`src/rtl/snake_target_if.sv`:
```
// Handshake bundle between the snake steering logic and the food target generator.
// The master drives the head position and step strobe; the slave returns the target.
interface snake_target_if;
  logic       tick;
  logic [9:0] head_x;
  logic [9:0] head_y;
  logic [9:0] target_x;
  logic [9:0] target_y;
  logic       target_valid;
  logic       eaten;
  logic [7:0] score;

  modport master (
    output tick, head_x, head_y,
    input  target_x, target_y, target_valid, eaten, score
  );

  modport slave (
    input  tick, head_x, head_y,
    output target_x, target_y, target_valid, eaten, score
  );
endinterface

```
`src/rtl/snake_target_gen.sv`:
```
// Food target generator: detects head-on-target hits, keeps score and
// draws new grid-aligned targets in the playfield quadrants from an LFSR.
module snake_target_gen #(
  parameter logic [15:0] SEED      = 16'hACE1,
  parameter int          HIT_TOL   = 20,
  parameter int          MAX_TRIES = 64,
  parameter int          INIT_X    = 800,
  parameter int          INIT_Y    = 200
) (
  input  logic          clock_i,
  input  logic          reset_i,
  snake_target_if.slave bus
);

  localparam int TW = (MAX_TRIES > 1) ? $clog2(MAX_TRIES) : 1;

  typedef enum logic {HOLD, DRAW} state_e;

  state_e          state_q, state_d;
  logic [15:0]     lfsr_q, lfsr_d;
  logic [9:0]      tx_q, tx_d;
  logic [9:0]      ty_q, ty_d;
  logic            valid_q, valid_d;
  logic            eaten_q, eaten_d;
  logic [7:0]      score_q, score_d;
  logic [TW-1:0]   tries_q, tries_d;

  logic [1:0]      q;
  logic [5:0]      xi;
  logic [4:0]      yi;
  logic [9:0]      base_x, base_y;
  logic [9:0]      cand_x, cand_y;
  logic            accept;
  logic            hit;
  logic            init_near;

  // Signed 11-bit difference so that small heads never wrap into a hit.
  function automatic logic near(input logic [9:0] a, input logic [9:0] b);
    logic [10:0] d;
    logic [10:0] m;
    d = {1'b0, a} - {1'b0, b};
    m = d[10] ? (~d + 11'd1) : d;
    return m < 11'(HIT_TOL);
  endfunction

  function automatic logic [9:0] mul10(input logic [5:0] v);
    return 10'({v, 3'b000}) + 10'({v, 1'b0});
  endfunction

  always_comb begin
    q      = lfsr_q[1:0];
    xi     = lfsr_q[7:2];
    yi     = lfsr_q[12:8];
    base_x = (q == 2'b01 || q == 2'b10) ? 10'd650 : 10'd300;
    base_y = q[1] ? 10'd330 : 10'd50;
    cand_x = base_x + mul10(xi);
    cand_y = base_y + mul10({1'b0, yi});
    accept = (xi <= 6'd32) && (yi <= 5'd26) &&
             !(cand_x == bus.head_x && cand_y == bus.head_y);
    hit       = near(bus.head_x, tx_q) && near(bus.head_y, ty_q);
    init_near = near(bus.head_x, 10'(INIT_X)) &&
                near(bus.head_y, 10'(INIT_Y));
  end

  always_comb begin
    if (lfsr_q == 16'd0)
      lfsr_d = SEED;
    else if (lfsr_q[0])
      lfsr_d = (lfsr_q >> 1) ^ 16'hB400;
    else
      lfsr_d = lfsr_q >> 1;
  end

  always_comb begin
    state_d = state_q;
    tx_d    = tx_q;
    ty_d    = ty_q;
    valid_d = valid_q;
    eaten_d = 1'b0;
    score_d = score_q;
    tries_d = tries_q;
    unique case (state_q)
      HOLD: begin
        if (bus.tick && hit) begin
          eaten_d = 1'b1;
          if (score_q != 8'hFF)
            score_d = score_q + 8'd1;
          valid_d = 1'b0;
          tries_d = '0;
          state_d = DRAW;
        end
      end
      DRAW: begin
        if (accept) begin
          tx_d    = cand_x;
          ty_d    = cand_y;
          valid_d = 1'b1;
          state_d = HOLD;
        end else if (tries_q == TW'(MAX_TRIES - 1)) begin
          tx_d    = init_near ? 10'd450 : 10'(INIT_X);
          ty_d    = init_near ? 10'd450 : 10'(INIT_Y);
          valid_d = 1'b1;
          state_d = HOLD;
        end else begin
          tries_d = tries_q + TW'(1);
        end
      end
      default: state_d = HOLD;
    endcase
  end

  always_ff @(posedge clock_i) begin
    if (reset_i) begin
      state_q <= HOLD;
      lfsr_q  <= SEED;
      tx_q    <= 10'(INIT_X);
      ty_q    <= 10'(INIT_Y);
      valid_q <= 1'b1;
      eaten_q <= 1'b0;
      score_q <= 8'd0;
      tries_q <= '0;
    end else begin
      state_q <= state_d;
      lfsr_q  <= lfsr_d;
      tx_q    <= tx_d;
      ty_q    <= ty_d;
      valid_q <= valid_d;
      eaten_q <= eaten_d;
      score_q <= score_d;
      tries_q <= tries_d;
    end
  end

  assign bus.target_x     = tx_q;
  assign bus.target_y     = ty_q;
  assign bus.target_valid = valid_q;
  assign bus.eaten        = eaten_q;
  assign bus.score        = score_q;

endmodule

```
`src/flat_wrapper.sv`:
```
// flat-port wrapper written by rule: the top's interface ports become plain ports
module snake_target_gen_flat 
#(
  parameter logic [15:0] SEED      = 16'hACE1,
  parameter int          HIT_TOL   = 20,
  parameter int          MAX_TRIES = 64,
  parameter int          INIT_X    = 800,
  parameter int          INIT_Y    = 200
)
  (clock_i, reset_i, bus_tick, bus_head_x, bus_head_y, bus_target_x, bus_target_y, bus_target_valid, bus_eaten, bus_score);
  snake_target_if bus_i ();
  input  logic clock_i;
  input  logic reset_i;
  input wire logic [$bits(bus_i.tick)-1:0] bus_tick;
  input wire logic [$bits(bus_i.head_x)-1:0] bus_head_x;
  input wire logic [$bits(bus_i.head_y)-1:0] bus_head_y;
  output wire logic [$bits(bus_i.target_x)-1:0] bus_target_x;
  output wire logic [$bits(bus_i.target_y)-1:0] bus_target_y;
  output wire logic [$bits(bus_i.target_valid)-1:0] bus_target_valid;
  output wire logic [$bits(bus_i.eaten)-1:0] bus_eaten;
  output wire logic [$bits(bus_i.score)-1:0] bus_score;
  assign bus_i.tick = bus_tick;
  assign bus_i.head_x = bus_head_x;
  assign bus_i.head_y = bus_head_y;
  assign bus_target_x = bus_i.target_x;
  assign bus_target_y = bus_i.target_y;
  assign bus_target_valid = bus_i.target_valid;
  assign bus_eaten = bus_i.eaten;
  assign bus_score = bus_i.score;
  snake_target_gen #(.SEED(SEED), .HIT_TOL(HIT_TOL), .MAX_TRIES(MAX_TRIES), .INIT_X(INIT_X), .INIT_Y(INIT_Y)) u_core (.clock_i(clock_i), .reset_i(reset_i), .bus(bus_i));
endmodule
```
`config.mk`:
```
export PLATFORM = sky130hd
export DESIGN_NAME = snake_target_gen_flat
export DESIGN_NICKNAME = d
export VERILOG_FILES = /design/src/rtl/snake_target_if.sv /design/src/rtl/snake_target_gen.sv /design/src/flat_wrapper.sv
export SDC_FILE = /design/constraint.sdc
export NUM_CORES = 1
export LEC_CHECK = 0
export CAP_MARGIN = 40
export CORE_ASPECT_RATIO = 1.5
export CORE_UTILIZATION = 33
export DETAILED_ROUTE_END_ITERATION = 6
export SLEW_MARGIN = 40
export SYNTH_ARGS = -nofsm -noshare
export SYNTH_HDL_FRONTEND = slang
export SYNTH_SLANG_ARGS = --single-unit
```
`constraint.sdc`:
```
create_clock -name clock_i -period 6 [get_ports clock_i]
set_clock_uncertainty 0.1 [all_clocks]
set_input_delay 0.9 -clock clock_i [delete_from_list [all_inputs] [get_ports clock_i]]
set_output_delay 0.9 -clock clock_i [all_outputs]
set_load 0.1 [all_outputs]
```
Word level (Yosys, flattened, before mapping)
Index checks and enable logic that the tools add are counted.
Storage, ports and cells
  flip-flop bits (word level): 53
  logic and storage cells: 85
Cells by class
  add/subtract/negate cells: 14
  muxes and demuxes: 25
  order comparisons: 6
  bitwise gates (word level): 6
  reduce and logical (&&, ||, !) cells: 16
  equality and inequality tests: 10
Operators by type and width (count)
  two-way mux 10 bit: 6
  adder 11 x 1 -> 11 bit, second input constant: 4
  less-than comparator 11 x 5 -> 1 bit, second input constant: 4
  two-way mux 11 bit: 4
  NOT 11 bit: 4
  subtractor 10 x 10 -> 11 bit: 2
  adder 10 bit: 2
  == test 10 bit: 2
  two-way mux 6 bit: 3
  two-way mux 9 bit: 2
  logical NOT 16 bit: 1
  two-way mux 16 bit: 1
  case mux 6 bit (2 select lines): 1
  subtractor 10 x 10 -> 11 bit, second input constant: 1
  subtractor 10 x 8 -> 11 bit, second input constant: 1
  adder 9 x 7 -> 10 bit: 1
  adder 8 x 6 -> 9 bit: 1
  adder 8 x 1 -> 8 bit, second input constant: 1
  inequality test 8 bit, second input constant: 1
  adder 6 x 1 -> 6 bit, second input constant: 1
  == test 6 bit, second input constant: 1
  <= comparator 6 bit, second input constant: 1
  logical AND 1 bit: 6
  two-way mux 1 bit: 6
  other kinds (15): 20

Longest topological paths before layout
Gate-level depths: netlist of run 1.
  depth after elaboration: 10
  gate-level depth with buffers: 16
  mapped depth without buffers: 15

Least setup slack after synthesis of run 1
Ideal clock, no wire load.
  path kind: register to register
  start: reg u_core.lfsr_q[1]
  end: reg u_core.tries_q[5]
  slack: 2068 ps
  data arrival time: 3744 ps
  setup time: 88 ps
  clock period less this slack: 3932 ps
  required time: 5812 ps
  cell stages (with the launch flop): 16
  cells stage by stage: dfxtp_1 inv_1 ha_1 inv_1 ha_1 ha_1 fa_1 xor2_1 a2111oi_2 o211ai_1 a2111oi_2 and4_1 a41oi_2 buf_6 o41a_1 a311oi_2
Between the ends
  longest elaborated chain between the ends: 10
  elaborated cells on any way between the ends: 14
  those cells by class: 2 x add/sub; 5 x eq/ne; 2 x mux; 5 x reduce/logical
RTL lines
  from (decl): RTL line snake_target_gen.sv:20  | logic [15:0] lfsr_q, lfsr_d;
  from (signal assigned): RTL line snake_target_gen.sv:124  | lfsr_q <= lfsr_d;
  == test 2 x 1 -> 1 bit or == test 2 bit (tied branches): RTL line snake_target_gen.sv:54  | base_x = (q == 2'b01 || q == 2'b10) ? 10'd650 : 10'd300;
  logical OR 1 bit: RTL line snake_target_gen.sv:54
  two-way mux 10 bit: RTL line snake_target_gen.sv:54
  adder 10 bit: RTL line snake_target_gen.sv:56  | cand_x = base_x + mul10(xi);
  == test 10 bit: RTL line snake_target_gen.sv:59  | !(cand_x == bus.head_x && cand_y == bus.head_y);
  logical AND 1 bit *: RTL line snake_target_gen.sv:59
  logical NOT 1 bit *: RTL line snake_target_gen.sv:59
  logical AND 1 bit *: RTL line snake_target_gen.sv:58  | accept = (xi <= 6'd32) && (yi <= 5'd26) &&
  inequality test 2 bit (no source line) *
  AND reduction 3 bit (no source line) *
  to (signal assigned): RTL line snake_target_gen.sv:130  | tries_q <= tries_d;
  to (decl): RTL line snake_target_gen.sv:26  | logic [TW-1:0] tries_q, tries_d;
Every way passes the cells marked *; elsewhere a longest branch is shown, timed or not.
A chain may end at the register's enable or synchronous reset.

Worst setup path in the final report of run 1
  start: reg u_core.lfsr_q[1]
  end: reg u_core.tx_q[5] (netlist: u_core.bus.target_x[5])
Between the ends
  longest elaborated chain between the ends: 10
  elaborated cells on any way between the ends: 15
  those cells by class: 2 x add/sub; 4 x eq/ne; 3 x mux; 6 x reduce/logical
RTL lines
  == test 2 x 1 -> 1 bit or == test 2 bit (tied branches): RTL line snake_target_gen.sv:54
  logical OR 1 bit: RTL line snake_target_gen.sv:54
  two-way mux 10 bit: RTL line snake_target_gen.sv:54
  adder 10 bit: RTL line snake_target_gen.sv:56
  == test 10 bit: RTL line snake_target_gen.sv:59
  logical AND 1 bit: RTL line snake_target_gen.sv:59
  logical NOT 1 bit: RTL line snake_target_gen.sv:59
  logical AND 1 bit: RTL line snake_target_gen.sv:58
  nonzero test 2 bit (no source line)
  AND reduction 2 bit (no source line)
  to (signal assigned): RTL line snake_target_gen.sv:116  | tx_q <= 10'(INIT_X);
  to (signal assigned): RTL line snake_target_gen.sv:125  | tx_q <= tx_d;
  to (decl): RTL line snake_target_gen.sv:21  | logic [9:0] tx_q, tx_d;
Parallel ways exist; a longest one is shown, timed or not.

==> flow_summary.html, run 1 <==
<table>
<tr><th>Metric</th><th>Value</th></tr>
<tr><th colspan="2">Timing</th></tr>
<tr><td>Tmin final</td><td>4890 ps</td></tr>
<tr><td>Setup repair after global routing missed its margin</td><td>no</td></tr>
<tr><td># setup viols final</td><td>0</td></tr>
<tr><td>Final Slew Violations</td><td>0</td></tr>
<tr><td>Fin crit share</td><td>81.5%</td></tr>
<tr><td>Slew of the pin with the lowest slew margin</td><td>712 ps</td></tr>
<tr><td>Maximum clock frequency</td><td>205 MHz</td></tr>
<tr><td>Setup Total Neg Slack</td><td>0 ps</td></tr>
<tr><td>Final Hold Viols</td><td>0</td></tr>
<tr><td>Rel. slew slack</td><td>51.3%</td></tr>
<tr><th colspan="2">Power</th></tr>
<tr><td>Leakage dissipation</td><td>2.36 nW</td></tr>
<tr><td>Power Density</td><td>187 mW/mm^2</td></tr>
<tr><td>Max rail drop VDD</td><td>0.0960 mV</td></tr>
<tr><th colspan="2">Floorplanning</th></tr>
<tr><td>I/O pin cnt</td><td>53</td></tr>
<tr><td>Floorplan die area</td><td>0.0161 mm^2</td></tr>
<tr><td>Chip width</td><td>104 um</td></tr>
<tr><td>Die height</td><td>155 um</td></tr>
<tr><td>Initial cell density of the core</td><td>34.0%</td></tr>
<tr><td>Row count</td><td>55</td></tr>
<tr><td>CORE AREA</td><td>0.0151 mm^2</td></tr>
<tr><th colspan="2">Final layout</th></tr>
<tr><td>Final #Nets</td><td>778</td></tr>
<tr><td>Most common cell after layout, fill and taps aside</td><td>sky130_fd_sc_hd__inv_1</td></tr>
<tr><td>Fraction of layout instances using a drive strength above 1</td><td>8.70%</td></tr>
<tr><td>Highest-count cells in the layout ignoring fill and taps</td><td>sky130_fd_sc_hd__inv_1, sky130_fd_sc_hd__nor2_1, sky130_fd_sc_hd__ha_1, sky130_fd_sc_hd__dfxtp_1, sky130_fd_sc_hd__a21oi_1</td></tr>
<tr><td>Number of fillers in the final layout</td><td>1541</td></tr>
<tr><td>Post-layout instance area</td><td>0.00584 mm^2</td></tr>
<tr><td>Diode count</td><td>0</td></tr>
<tr><td>Synthesis-to-layout area growth</td><td>13.6%</td></tr>
<tr><th colspan="2">Synth</th></tr>
<tr><td>Register bit count reported by yosys</td><td>51</td></tr>
<tr><td>Synthesized netlist cell count</td><td>662</td></tr>
<tr><td>Number of flops mapped to enable cells by yosys</td><td>0</td></tr>
<tr><td>Dominant synthesized flop cell</td><td>sky130_fd_sc_hd__dfxtp_1</td></tr>
<tr><td>Warning count from the yosys run</td><td>0</td></tr>
<tr><td>Synth cell types</td><td>73</td></tr>
<tr><td>Asr flop ratio synth</td><td>0%</td></tr>
<tr><td>Cell area after synthesis</td><td>0.00514 mm^2</td></tr>
<tr><td>Share of the yosys chip area belonging to registers</td><td>19.9%</td></tr>
<tr><td>Average instance area after synthesis</td><td>7.77 um^2</td></tr>
<tr><th colspan="2">Drt</th></tr>
<tr><td>Via count of the routed design</td><td>4986</td></tr>
<tr><td>DRT antenna net count</td><td>0</td></tr>
<tr><td>Total DRC errors in the routed layout</td><td>0</td></tr>
<tr><td>Count of routing violations after the opening detailed-route iteration</td><td>220</td></tr>
<tr><td>Vias per cell</td><td>5.54</td></tr>
<tr><td>Mean routed wirelength per cell</td><td>16.6 um</td></tr>
<tr><td>Count of TritonRoute iterations in the first routing pass</td><td>5</td></tr>
<tr><td>Final WL</td><td>14900 um</td></tr>
<tr><th colspan="2">Critical path</th></tr>
<tr><td>Worst reg2reg startpoint</td><td>u_core.lfsr_q[1]$_SDFF_PP0_</td></tr>
<tr><td>Worst Setup SP</td><td>u_core.lfsr_q[1]$_SDFF_PP0_</td></tr>
<tr><td>CP max stage cell</td><td>sky130_fd_sc_hd__a21oi_1</td></tr>
<tr><td>Kind of start point of the critical path</td><td>flop</td></tr>
<tr><td>Category of the critical setup timing path</td><td>reg2reg</td></tr>
<tr><td>Required time reported for the critical path endpoint</td><td>6100 ps</td></tr>
<tr><td>Critical path cell sequence</td><td>inv_1 -&gt; ha_1 -&gt; inv_1 -&gt; ha_1 -&gt; ha_1 -&gt; fa_1 -&gt; xor2_1 -&gt; a2111oi_2 -&gt; o211ai_1 -&gt; a2111oi_2 -&gt; and4_1 -&gt; a41oi_2 -&gt; a21oi_1 -&gt; a21oi_1 -&gt; a211o_1</td></tr>
<tr><td>Data arrival, critical path</td><td>4990 ps</td></tr>
<tr><td>Delay contributed by the slowest stage of the critical path</td><td>680 ps</td></tr>
<tr><td>Worst setup EP type</td><td>flop</td></tr>
<tr><td>CP most frequent cell</td><td>sky130_fd_sc_hd__ha_1</td></tr>
<tr><td>Combined buffer and inverter count along the critical path</td><td>2</td></tr>
<tr><td>Critical-path maximum fanout</td><td>13</td></tr>
<tr><td>Cell family with the largest share of critical-path delay</td><td>compound AO/OA/AOI/OAI gates</td></tr>
<tr><th colspan="2">Clock network</th></tr>
<tr><td>Clock tree buffer depth</td><td>2</td></tr>
<tr><td>Clock buffers created by TritonCTS</td><td>5</td></tr>
<tr><td>CTS resizes</td><td>0</td></tr>
<tr><td>Clock Sinks</td><td>51</td></tr>
<tr><td>Setup bufs post-CTS</td><td>0</td></tr>
<tr><td>Worst-Skew Late Latency</td><td>300 ps</td></tr>
<tr><td>Clock Tree Root</td><td>sky130_fd_sc_hd__clkbuf_16</td></tr>
<tr><td>CTS tree</td><td>yes</td></tr>
<tr><td>CTS H-tree depth</td><td>2</td></tr>
<tr><td>Total of hold buffers inserted after clock tree synthesis</td><td>0</td></tr>
<tr><td>Clock-pin slew on the worst setup and hold paths</td><td>70 ps</td></tr>
<tr><th colspan="2">Placed design</th></tr>
<tr><td>Final weighted congestion in routability-driven placement</td><td>0.966</td></tr>
<tr><td>Instance area after placement</td><td>0.00568 mm^2</td></tr>
<tr><td>Half-perimeter wire length after placement</td><td>12300 um</td></tr>
<tr><td>I/O Buffers</td><td>50</td></tr>
<tr><th colspan="2">Global route</th></tr>
<tr><td>Wire length of the first global-routing pass</td><td>24100 um</td></tr>
<tr><td>Sum of overflow across all layers after global routing</td><td>0</td></tr>
<tr><td>Antenna violations before repair</td><td>0</td></tr>
<tr><td>Total track usage</td><td>18.5%</td></tr>
<tr><td>Largest net degree at the start of global routing</td><td>39</td></tr>
<tr><td>Vias in the first global route</td><td>4876</td></tr>
<tr><th colspan="2">Status</th></tr>
<tr><td>Result of the run</td><td>finished, final reports clean</td></tr>
<tr><th colspan="2">Hold path</th></tr>
<tr><td>Startpoint of the most critical hold path</td><td>u_core.lfsr_q[15]$_SDFF_PP1_</td></tr>
<tr><td>Worst min-delay path class</td><td>reg2reg</td></tr>
<tr><th colspan="2">Run</th></tr>
<tr><td>Count of maximum capacitance violations</td><td>0</td></tr>
</table>
## cell usage after synthesis, types with 4 or more instances
| cell | instances | share of area, % |
|---|---|---|
| sky130_fd_sc_hd__a211o_1 | 5 | 0.85 |
| sky130_fd_sc_hd__a211oi_1 | 12 | 1.8 |
| sky130_fd_sc_hd__a21o_1 | 8 | 1.2 |
| sky130_fd_sc_hd__a21oi_1 | 49 | 4.8 |
| sky130_fd_sc_hd__a221oi_1 | 5 | 0.85 |
| sky130_fd_sc_hd__a311oi_1 | 4 | 0.68 |
| sky130_fd_sc_hd__a31oi_1 | 15 | 1.8 |
| sky130_fd_sc_hd__and2_1 | 8 | 0.97 |
| sky130_fd_sc_hd__and3_1 | 16 | 1.9 |
| sky130_fd_sc_hd__buf_2 | 5 | 0.49 |
| sky130_fd_sc_hd__clkbuf_1 | 14 | 1.0 |
| sky130_fd_sc_hd__dfxtp_1 | 51 | 20 |
| sky130_fd_sc_hd__fa_1 | 4 | 1.6 |
| sky130_fd_sc_hd__ha_1 | 51 | 12 |
| sky130_fd_sc_hd__inv_1 | 57 | 4.2 |
| sky130_fd_sc_hd__mux2_2 | 4 | 0.88 |
| sky130_fd_sc_hd__mux2i_1 | 4 | 0.78 |
| sky130_fd_sc_hd__nand2_1 | 30 | 2.2 |
| sky130_fd_sc_hd__nand2b_1 | 14 | 1.7 |
| sky130_fd_sc_hd__nand3_1 | 19 | 1.8 |
| sky130_fd_sc_hd__nand4_1 | 8 | 0.97 |
| sky130_fd_sc_hd__nor2_1 | 52 | 3.8 |
| sky130_fd_sc_hd__nor2b_1 | 22 | 2.7 |
| sky130_fd_sc_hd__nor3_1 | 17 | 1.7 |
| sky130_fd_sc_hd__nor4_1 | 6 | 0.73 |
| sky130_fd_sc_hd__nor4b_1 | 4 | 0.68 |
| sky130_fd_sc_hd__o2111ai_1 | 5 | 0.85 |
| sky130_fd_sc_hd__o211ai_1 | 9 | 1.3 |
| sky130_fd_sc_hd__o21a_1 | 9 | 1.3 |
| sky130_fd_sc_hd__o21ai_0 | 24 | 2.3 |
| sky130_fd_sc_hd__o221ai_1 | 4 | 0.68 |
| sky130_fd_sc_hd__o22ai_1 | 7 | 0.85 |
| sky130_fd_sc_hd__o31ai_1 | 4 | 0.58 |
| sky130_fd_sc_hd__or2_2 | 11 | 1.3 |
| sky130_fd_sc_hd__or3_1 | 4 | 0.49 |
| sky130_fd_sc_hd__or4_1 | 7 | 1.0 |
| sky130_fd_sc_hd__xnor2_1 | 27 | 4.6 |
| sky130_fd_sc_hd__xor2_1 | 15 | 2.6 |
## metal layers
layer / up-vias / share of wire [%] / GRT usage (%)
met2: 90 / 53 / 36.0
met5: - / 0 / 0
met1: 2352 / 41 / 19.4
li1: 2510 / - / -
met3: 34 / 2.4 / 2.18
met4: 0 / 3.7 / 9.39
## layout make-up
type                            count  area, um^2  share of cell area [%]
Tap cell                          199         249                    4.26
Timing Repair Buffer               53         383                    6.56
Multi-Input combinational cell    532        3810                    65.3
Sequential cell                    51        1020                    17.5
Inverter                           57         214                    3.66
Clock buffer                        8         156                    2.68
## worst paths after layout
path | endpoint | slack [ps] | depth (start not counted)
hold reg to reg | u_core.lfsr_q[14]$_SDFF_PP0_ | 370 | 1
setup / recovery | u_core.bus.target_x[5]$_SDFFE_PP1P_ | 1110 | 15
setup reg to reg | u_core.bus.target_x[5]$_SDFFE_PP1P_ | 1110 | 15
hold / removal | u_core.lfsr_q[14]$_SDFF_PP0_ | 370 | 1
## worst register-to-register path, stage by stage, from the launching register on
cell and delay [ps]:
sky130_fd_sc_hd__dfxtp_1 410, sky130_fd_sc_hd__inv_1 140, sky130_fd_sc_hd__ha_1 370, sky130_fd_sc_hd__inv_1 110
sky130_fd_sc_hd__ha_1 290, sky130_fd_sc_hd__ha_1 240, sky130_fd_sc_hd__fa_1 490, sky130_fd_sc_hd__xor2_1 200
sky130_fd_sc_hd__a2111oi_2 280, sky130_fd_sc_hd__o211ai_1 180, sky130_fd_sc_hd__a2111oi_2 280, sky130_fd_sc_hd__and4_1 240
sky130_fd_sc_hd__a41oi_2 350, sky130_fd_sc_hd__a21oi_1 680, sky130_fd_sc_hd__a21oi_1 140, sky130_fd_sc_hd__a211o_1 300
## sequential cells by signal, indices dropped and copies added (netlist names)
register,cells
u_core.bus.score,8
u_core.lfsr_q,16
u_core.bus.eaten,1
u_core.state_q,1
u_core.bus.target_y,9
u_core.bus.target_x,9
u_core.tries_q,6
u_core.bus.target_valid,1
## metrics by stage
stage / hold WS [ps] / utilization (%) / setup WS, ps / std cells / total power, mW
3_5_place_dp: 370 / 37.5 / 1080 / 892 / 0.787
5_1_grt: 393 / 38.6 / 866 / 900 / 1.16
3_3_place_gp: 364 / 38.4 / 1060 / 892 / 0.782
4_1_cts: 378 / 38.5 / 1050 / 900 / 1.10
6_report: 374 / 38.6 / 1110 / 900 / 1.09
2_1_floorplan: 339 / - / 2070 / 663 / 0.679
## logic make-up after synthesis
kind of cell	count (synthesis)	share of synthesized area [%]
AND/OR/NAND/NOR	232	24.3
other	1	0.0729
buffers and inverters	80	6.25
AO/OA/AOI/OAI	191	25.8
adder cells (fa/ha/maj)	55	14.0
flip-flops	51	19.9
multiplexers	8	1.65
XOR/XNOR	44	8.06
## power breakdown
group	switching (mW)	internal [mW]	leakage, nW
Sequential	0.0105	0.346	0.415
Combinational	0.252	0.176	1.87
Clock	0.131	0.178	0.0772
No activity file was read; power rests on OpenSTA's default activity.
==> run 2: changes to the inputs <==
==> constraint.sdc (replaced) <==
create_clock -name clock_i -period 4.8 [get_ports clock_i]
set_clock_uncertainty 0.1 [all_clocks]
set_input_delay 0.72 -clock clock_i [delete_from_list [all_inputs] [get_ports clock_i]]
set_output_delay 0.72 -clock clock_i [all_outputs]
set_load 0.1 [all_outputs]
==> flow_summary.html, run 2 (same netlist as run 1, synthesis figures left out) <==
<table>
<tr><th>Metric</th><th>Value</th></tr>
<tr><th colspan="2">Clock network</th></tr>
<tr><td>CTS H-tree depth</td><td>2 (unchanged)</td></tr>
<tr><td>Clock-pin slew on the worst setup and hold paths</td><td>70 ps (about the same)</td></tr>
<tr><td>Clock Tree Root</td><td>sky130_fd_sc_hd__clkbuf_16</td></tr>
<tr><td>CTS tree</td><td>yes</td></tr>
<tr><td>Clock buffers created by TritonCTS</td><td>5 (unchanged)</td></tr>
<tr><td>Clock tree buffer depth</td><td>2 (unchanged)</td></tr>
<tr><td>Worst-Skew Late Latency</td><td>300 ps (about the same)</td></tr>
<tr><td>Setup bufs post-CTS</td><td>0 (unchanged)</td></tr>
<tr><td>Total of hold buffers inserted after clock tree synthesis</td><td>0 (unchanged)</td></tr>
<tr><td>Clock Sinks</td><td>51 (unchanged)</td></tr>
<tr><td>CTS resizes</td><td>0 (unchanged)</td></tr>
<tr><th colspan="2">Drt</th></tr>
<tr><td>DRT antenna net count</td><td>0 (unchanged)</td></tr>
<tr><td>Count of TritonRoute iterations in the first routing pass</td><td>5 (unchanged)</td></tr>
<tr><td>Vias per cell</td><td>5.63 (+1.7%)</td></tr>
<tr><td>Total DRC errors in the routed layout</td><td>0 (unchanged)</td></tr>
<tr><td>Final WL</td><td>15100 um (+1.3%)</td></tr>
<tr><td>Count of routing violations after the opening detailed-route iteration</td><td>279 (+27%)</td></tr>
<tr><td>Via count of the routed design</td><td>5132 (+2.9%)</td></tr>
<tr><td>Mean routed wirelength per cell</td><td>16.6 um (about the same)</td></tr>
<tr><th colspan="2">Power</th></tr>
<tr><td>Max rail drop VDD</td><td>0.137 mV (+43%)</td></tr>
<tr><td>Leakage dissipation</td><td>2.40 nW (+1.7%)</td></tr>
<tr><td>Power Density</td><td>227 mW/mm^2 (+21%)</td></tr>
<tr><td>PnR Total Power</td><td>1.34 mW (+23%)</td></tr>
<tr><th colspan="2">Global route</th></tr>
<tr><td>Sum of overflow across all layers after global routing</td><td>0 (unchanged)</td></tr>
<tr><td>Total track usage</td><td>18.8% (+0.24 points)</td></tr>
<tr><td>Vias in the first global route</td><td>5051 (+3.6%)</td></tr>
<tr><td>Wire length of the first global-routing pass</td><td>24500 um (+1.7%)</td></tr>
<tr><td>Antenna violations before repair</td><td>0 (unchanged)</td></tr>
<tr><td>Largest net degree at the start of global routing</td><td>37 (-5.1%)</td></tr>
<tr><th colspan="2">Critical path</th></tr>
<tr><td>Critical path destination</td><td>u_core.tries_q[5]$_SDFFE_PP0P_</td></tr>
<tr><td>CP most frequent cell</td><td>sky130_fd_sc_hd__ha_1</td></tr>
<tr><td>Cell family with the largest share of critical-path delay</td><td>compound AO/OA/AOI/OAI gates</td></tr>
<tr><td>Critical path cell sequence</td><td>inv_1 -&gt; ha_1 -&gt; inv_1 -&gt; ha_1 -&gt; ha_1 -&gt; fa_1 -&gt; xor2_1 -&gt; a2111oi_2 -&gt; o211ai_1 -&gt; a2111oi_2 -&gt; and4_1 -&gt; a41oi_2 -&gt; buf_4 -&gt; o41a_1 -&gt; a311oi_2</td></tr>
<tr><td>Worst reg2reg startpoint</td><td>u_core.lfsr_q[1]$_SDFF_PP0_</td></tr>
<tr><td>Combined buffer and inverter count along the critical path</td><td>3 (+1)</td></tr>
<tr><td>Delay contributed by the slowest stage of the critical path</td><td>490 ps (-190 ps)</td></tr>
<tr><td>Data arrival, critical path</td><td>4530 ps (-460 ps)</td></tr>
<tr><td>Number of gates on the worst path with buffers counted</td><td>15 (unchanged)</td></tr>
<tr><td>Worst setup EP type</td><td>flop</td></tr>
<tr><td>Worst-case register-to-register setup slack</td><td>380 ps (-730 ps)</td></tr>
<tr><td>Category of the critical setup timing path</td><td>reg2reg</td></tr>
<tr><td>R2r endpoint</td><td>u_core.tries_q[5]$_SDFFE_PP0P_</td></tr>
<tr><td>Kind of start point of the critical path</td><td>flop</td></tr>
<tr><td>Worst Setup SP</td><td>u_core.lfsr_q[1]$_SDFF_PP0_</td></tr>
<tr><td>CP max stage cell</td><td>sky130_fd_sc_hd__fa_1</td></tr>
<tr><td>Required time reported for the critical path endpoint</td><td>4900 ps (-1200 ps)</td></tr>
<tr><td>Critical-path maximum fanout</td><td>7 (-6)</td></tr>
<tr><td>Depth of the worst register-to-register path</td><td>15 (unchanged)</td></tr>
<tr><th colspan="2">Timing</th></tr>
<tr><td>Fin crit share</td><td>92.1% (+11 points)</td></tr>
<tr><td>Final Slew Violations</td><td>0 (unchanged)</td></tr>
<tr><td>Final Hold Viols</td><td>0 (unchanged)</td></tr>
<tr><td>Setup Total Neg Slack</td><td>0 ps (unchanged)</td></tr>
<tr><td># setup viols final</td><td>0 (unchanged)</td></tr>
<tr><td>Slew of the pin with the lowest slew margin</td><td>527 ps (-185 ps)</td></tr>
<tr><td>Maximum clock frequency</td><td>226 MHz (+11%)</td></tr>
<tr><td>Rel. slew slack</td><td>64.7% (+13 points)</td></tr>
<tr><td>Setup repair after global routing missed its margin</td><td>no</td></tr>
<tr><td>Tmin final</td><td>4420 ps (-467 ps)</td></tr>
<tr><th colspan="2">Final layout</th></tr>
<tr><td>Most common cell after layout, fill and taps aside</td><td>sky130_fd_sc_hd__inv_1</td></tr>
<tr><td>Synthesis-to-layout area growth</td><td>15.0%</td></tr>
<tr><td>Highest-count cells in the layout ignoring fill and taps</td><td>sky130_fd_sc_hd__inv_1, sky130_fd_sc_hd__nor2_1, sky130_fd_sc_hd__ha_1, sky130_fd_sc_hd__dfxtp_1, sky130_fd_sc_hd__a21oi_1</td></tr>
<tr><td>Number of flip-flops in the largest register</td><td>16 (unchanged)</td></tr>
<tr><td>Fraction of layout instances using a drive strength above 1</td><td>10.3% (+1.6 points)</td></tr>
<tr><td>Final #Nets</td><td>789 (+1.4%)</td></tr>
<tr><td>Register containing the most flip-flops in the final layout</td><td>u_core.lfsr_q</td></tr>
<tr><td>Number of fillers in the final layout</td><td>1571 (+1.9%)</td></tr>
<tr><td>Diode count</td><td>0 (unchanged)</td></tr>
<tr><th colspan="2">Floorplanning</th></tr>
<tr><td>Die height</td><td>155 um (unchanged)</td></tr>
<tr><td>Row count</td><td>55 (unchanged)</td></tr>
<tr><td>CORE AREA</td><td>0.0151 mm^2 (unchanged)</td></tr>
<tr><td>Initial cell density of the core</td><td>34.0% (unchanged)</td></tr>
<tr><td>Floorplan die area</td><td>0.0161 mm^2 (unchanged)</td></tr>
<tr><td>I/O pin cnt</td><td>53 (unchanged)</td></tr>
<tr><td>Chip width</td><td>104 um (unchanged)</td></tr>
<tr><th colspan="2">Placed design</th></tr>
<tr><td>I/O Buffers</td><td>50 (unchanged)</td></tr>
<tr><td>Final weighted congestion in routability-driven placement</td><td>0.873 (-9.7%)</td></tr>
<tr><td>Half-perimeter wire length after placement</td><td>12600 um (+2.6%)</td></tr>
<tr><th colspan="2">Run</th></tr>
<tr><td>Count of maximum capacitance violations</td><td>0 (unchanged)</td></tr>
<tr><th colspan="2">Hold path</th></tr>
<tr><td>Worst min-delay path class</td><td>reg2reg</td></tr>
<tr><th colspan="2">Status</th></tr>
<tr><td>Result of the run</td><td>finished, final reports clean</td></tr>
</table>
==> run 2: cell type report <==
cell class | instances | area (um^2) | share of cell area, %
sequential | 51 | 1020 | 17.3
inverter | 57 | 214 | 3.62
timing repair buffer | 64 | 465 | 7.87
tap | 199 | 249 | 4.21
multi-input combinational | 532 | 3820 | 64.6
clock inverter | 3 | 20.0 | 0.339
clock buffer | 5 | 125 | 2.12
==> run 2: layer usage <==
metal | wire [um] | global-route usage, % | vias up
met1 | 5990 | 19.5 | 2438
met2 | 8130 | 37.2 | 123
met3 | 463 | 1.89 | 34
li1 | - | - | 2537
met4 | 558 | 8.64 | 0
met5 | 0 | 0 | -
==> run 2: worst min path at each step <==
stage | start | cells past startpoint | slack (ps) | to
finish | u_core.lfsr_q[15]$_SDFF_PP1_ | 1 | 380 | u_core.lfsr_q[14]$_SDFF_PP0_
global route | u_core.lfsr_q[15]$_SDFF_PP1_ | 1 | 390 | u_core.lfsr_q[14]$_SDFF_PP0_
CTS | u_core.lfsr_q[15]$_SDFF_PP1_ | 1 | 380 | u_core.lfsr_q[14]$_SDFF_PP0_
detailed placement | u_core.bus.target_valid$_SDFFE_PP1P_ | 2 | 370 | u_core.bus.target_valid$_SDFFE_PP1P_
global placement | u_core.lfsr_q[15]$_SDFF_PP1_ | 1 | 360 | u_core.lfsr_q[14]$_SDFF_PP0_
floorplan | u_core.lfsr_q[15]$_SDFF_PP1_ | 1 | 340 | u_core.lfsr_q[14]$_SDFF_PP0_
==> run 2: report_power, final <==
| group | switching, mW | internal, mW | total, mW |
|---|---|---|---|
| sequential | 0.0112 | 0.432 | 0.444 |
| clock | 0.161 | 0.192 | 0.353 |
| combinational | 0.316 | 0.229 | 0.545 |
==> run 2: per-stage QoR <==
step	setup WS, ps	instances	instance area, um^2	hold slack (ps)	util [%]
finish	378	911	5910	381	39.0
global route	40.6	911	5910	392	39.0
CTS	360	911	5900	385	39.0
detailed placement	280	903	5760	370	38.0
global placement	266	903	5890	362	38.9
floorplan	868	663	5140	339	-
==> run 2: worst register-to-register path, stage by stage, from the launching register on <==
cell	delay, ps
sky130_fd_sc_hd__dfxtp_1	390
sky130_fd_sc_hd__inv_1	120
sky130_fd_sc_hd__ha_1	360
sky130_fd_sc_hd__inv_1	100
sky130_fd_sc_hd__ha_1	280
sky130_fd_sc_hd__ha_1	240
sky130_fd_sc_hd__fa_1	490
sky130_fd_sc_hd__xor2_1	200
sky130_fd_sc_hd__a2111oi_2	250
sky130_fd_sc_hd__o211ai_1	170
sky130_fd_sc_hd__a2111oi_2	280
sky130_fd_sc_hd__and4_1	240
sky130_fd_sc_hd__a41oi_2	240
sky130_fd_sc_hd__buf_4	230
sky130_fd_sc_hd__o41a_1	420
sky130_fd_sc_hd__a311oi_2	240
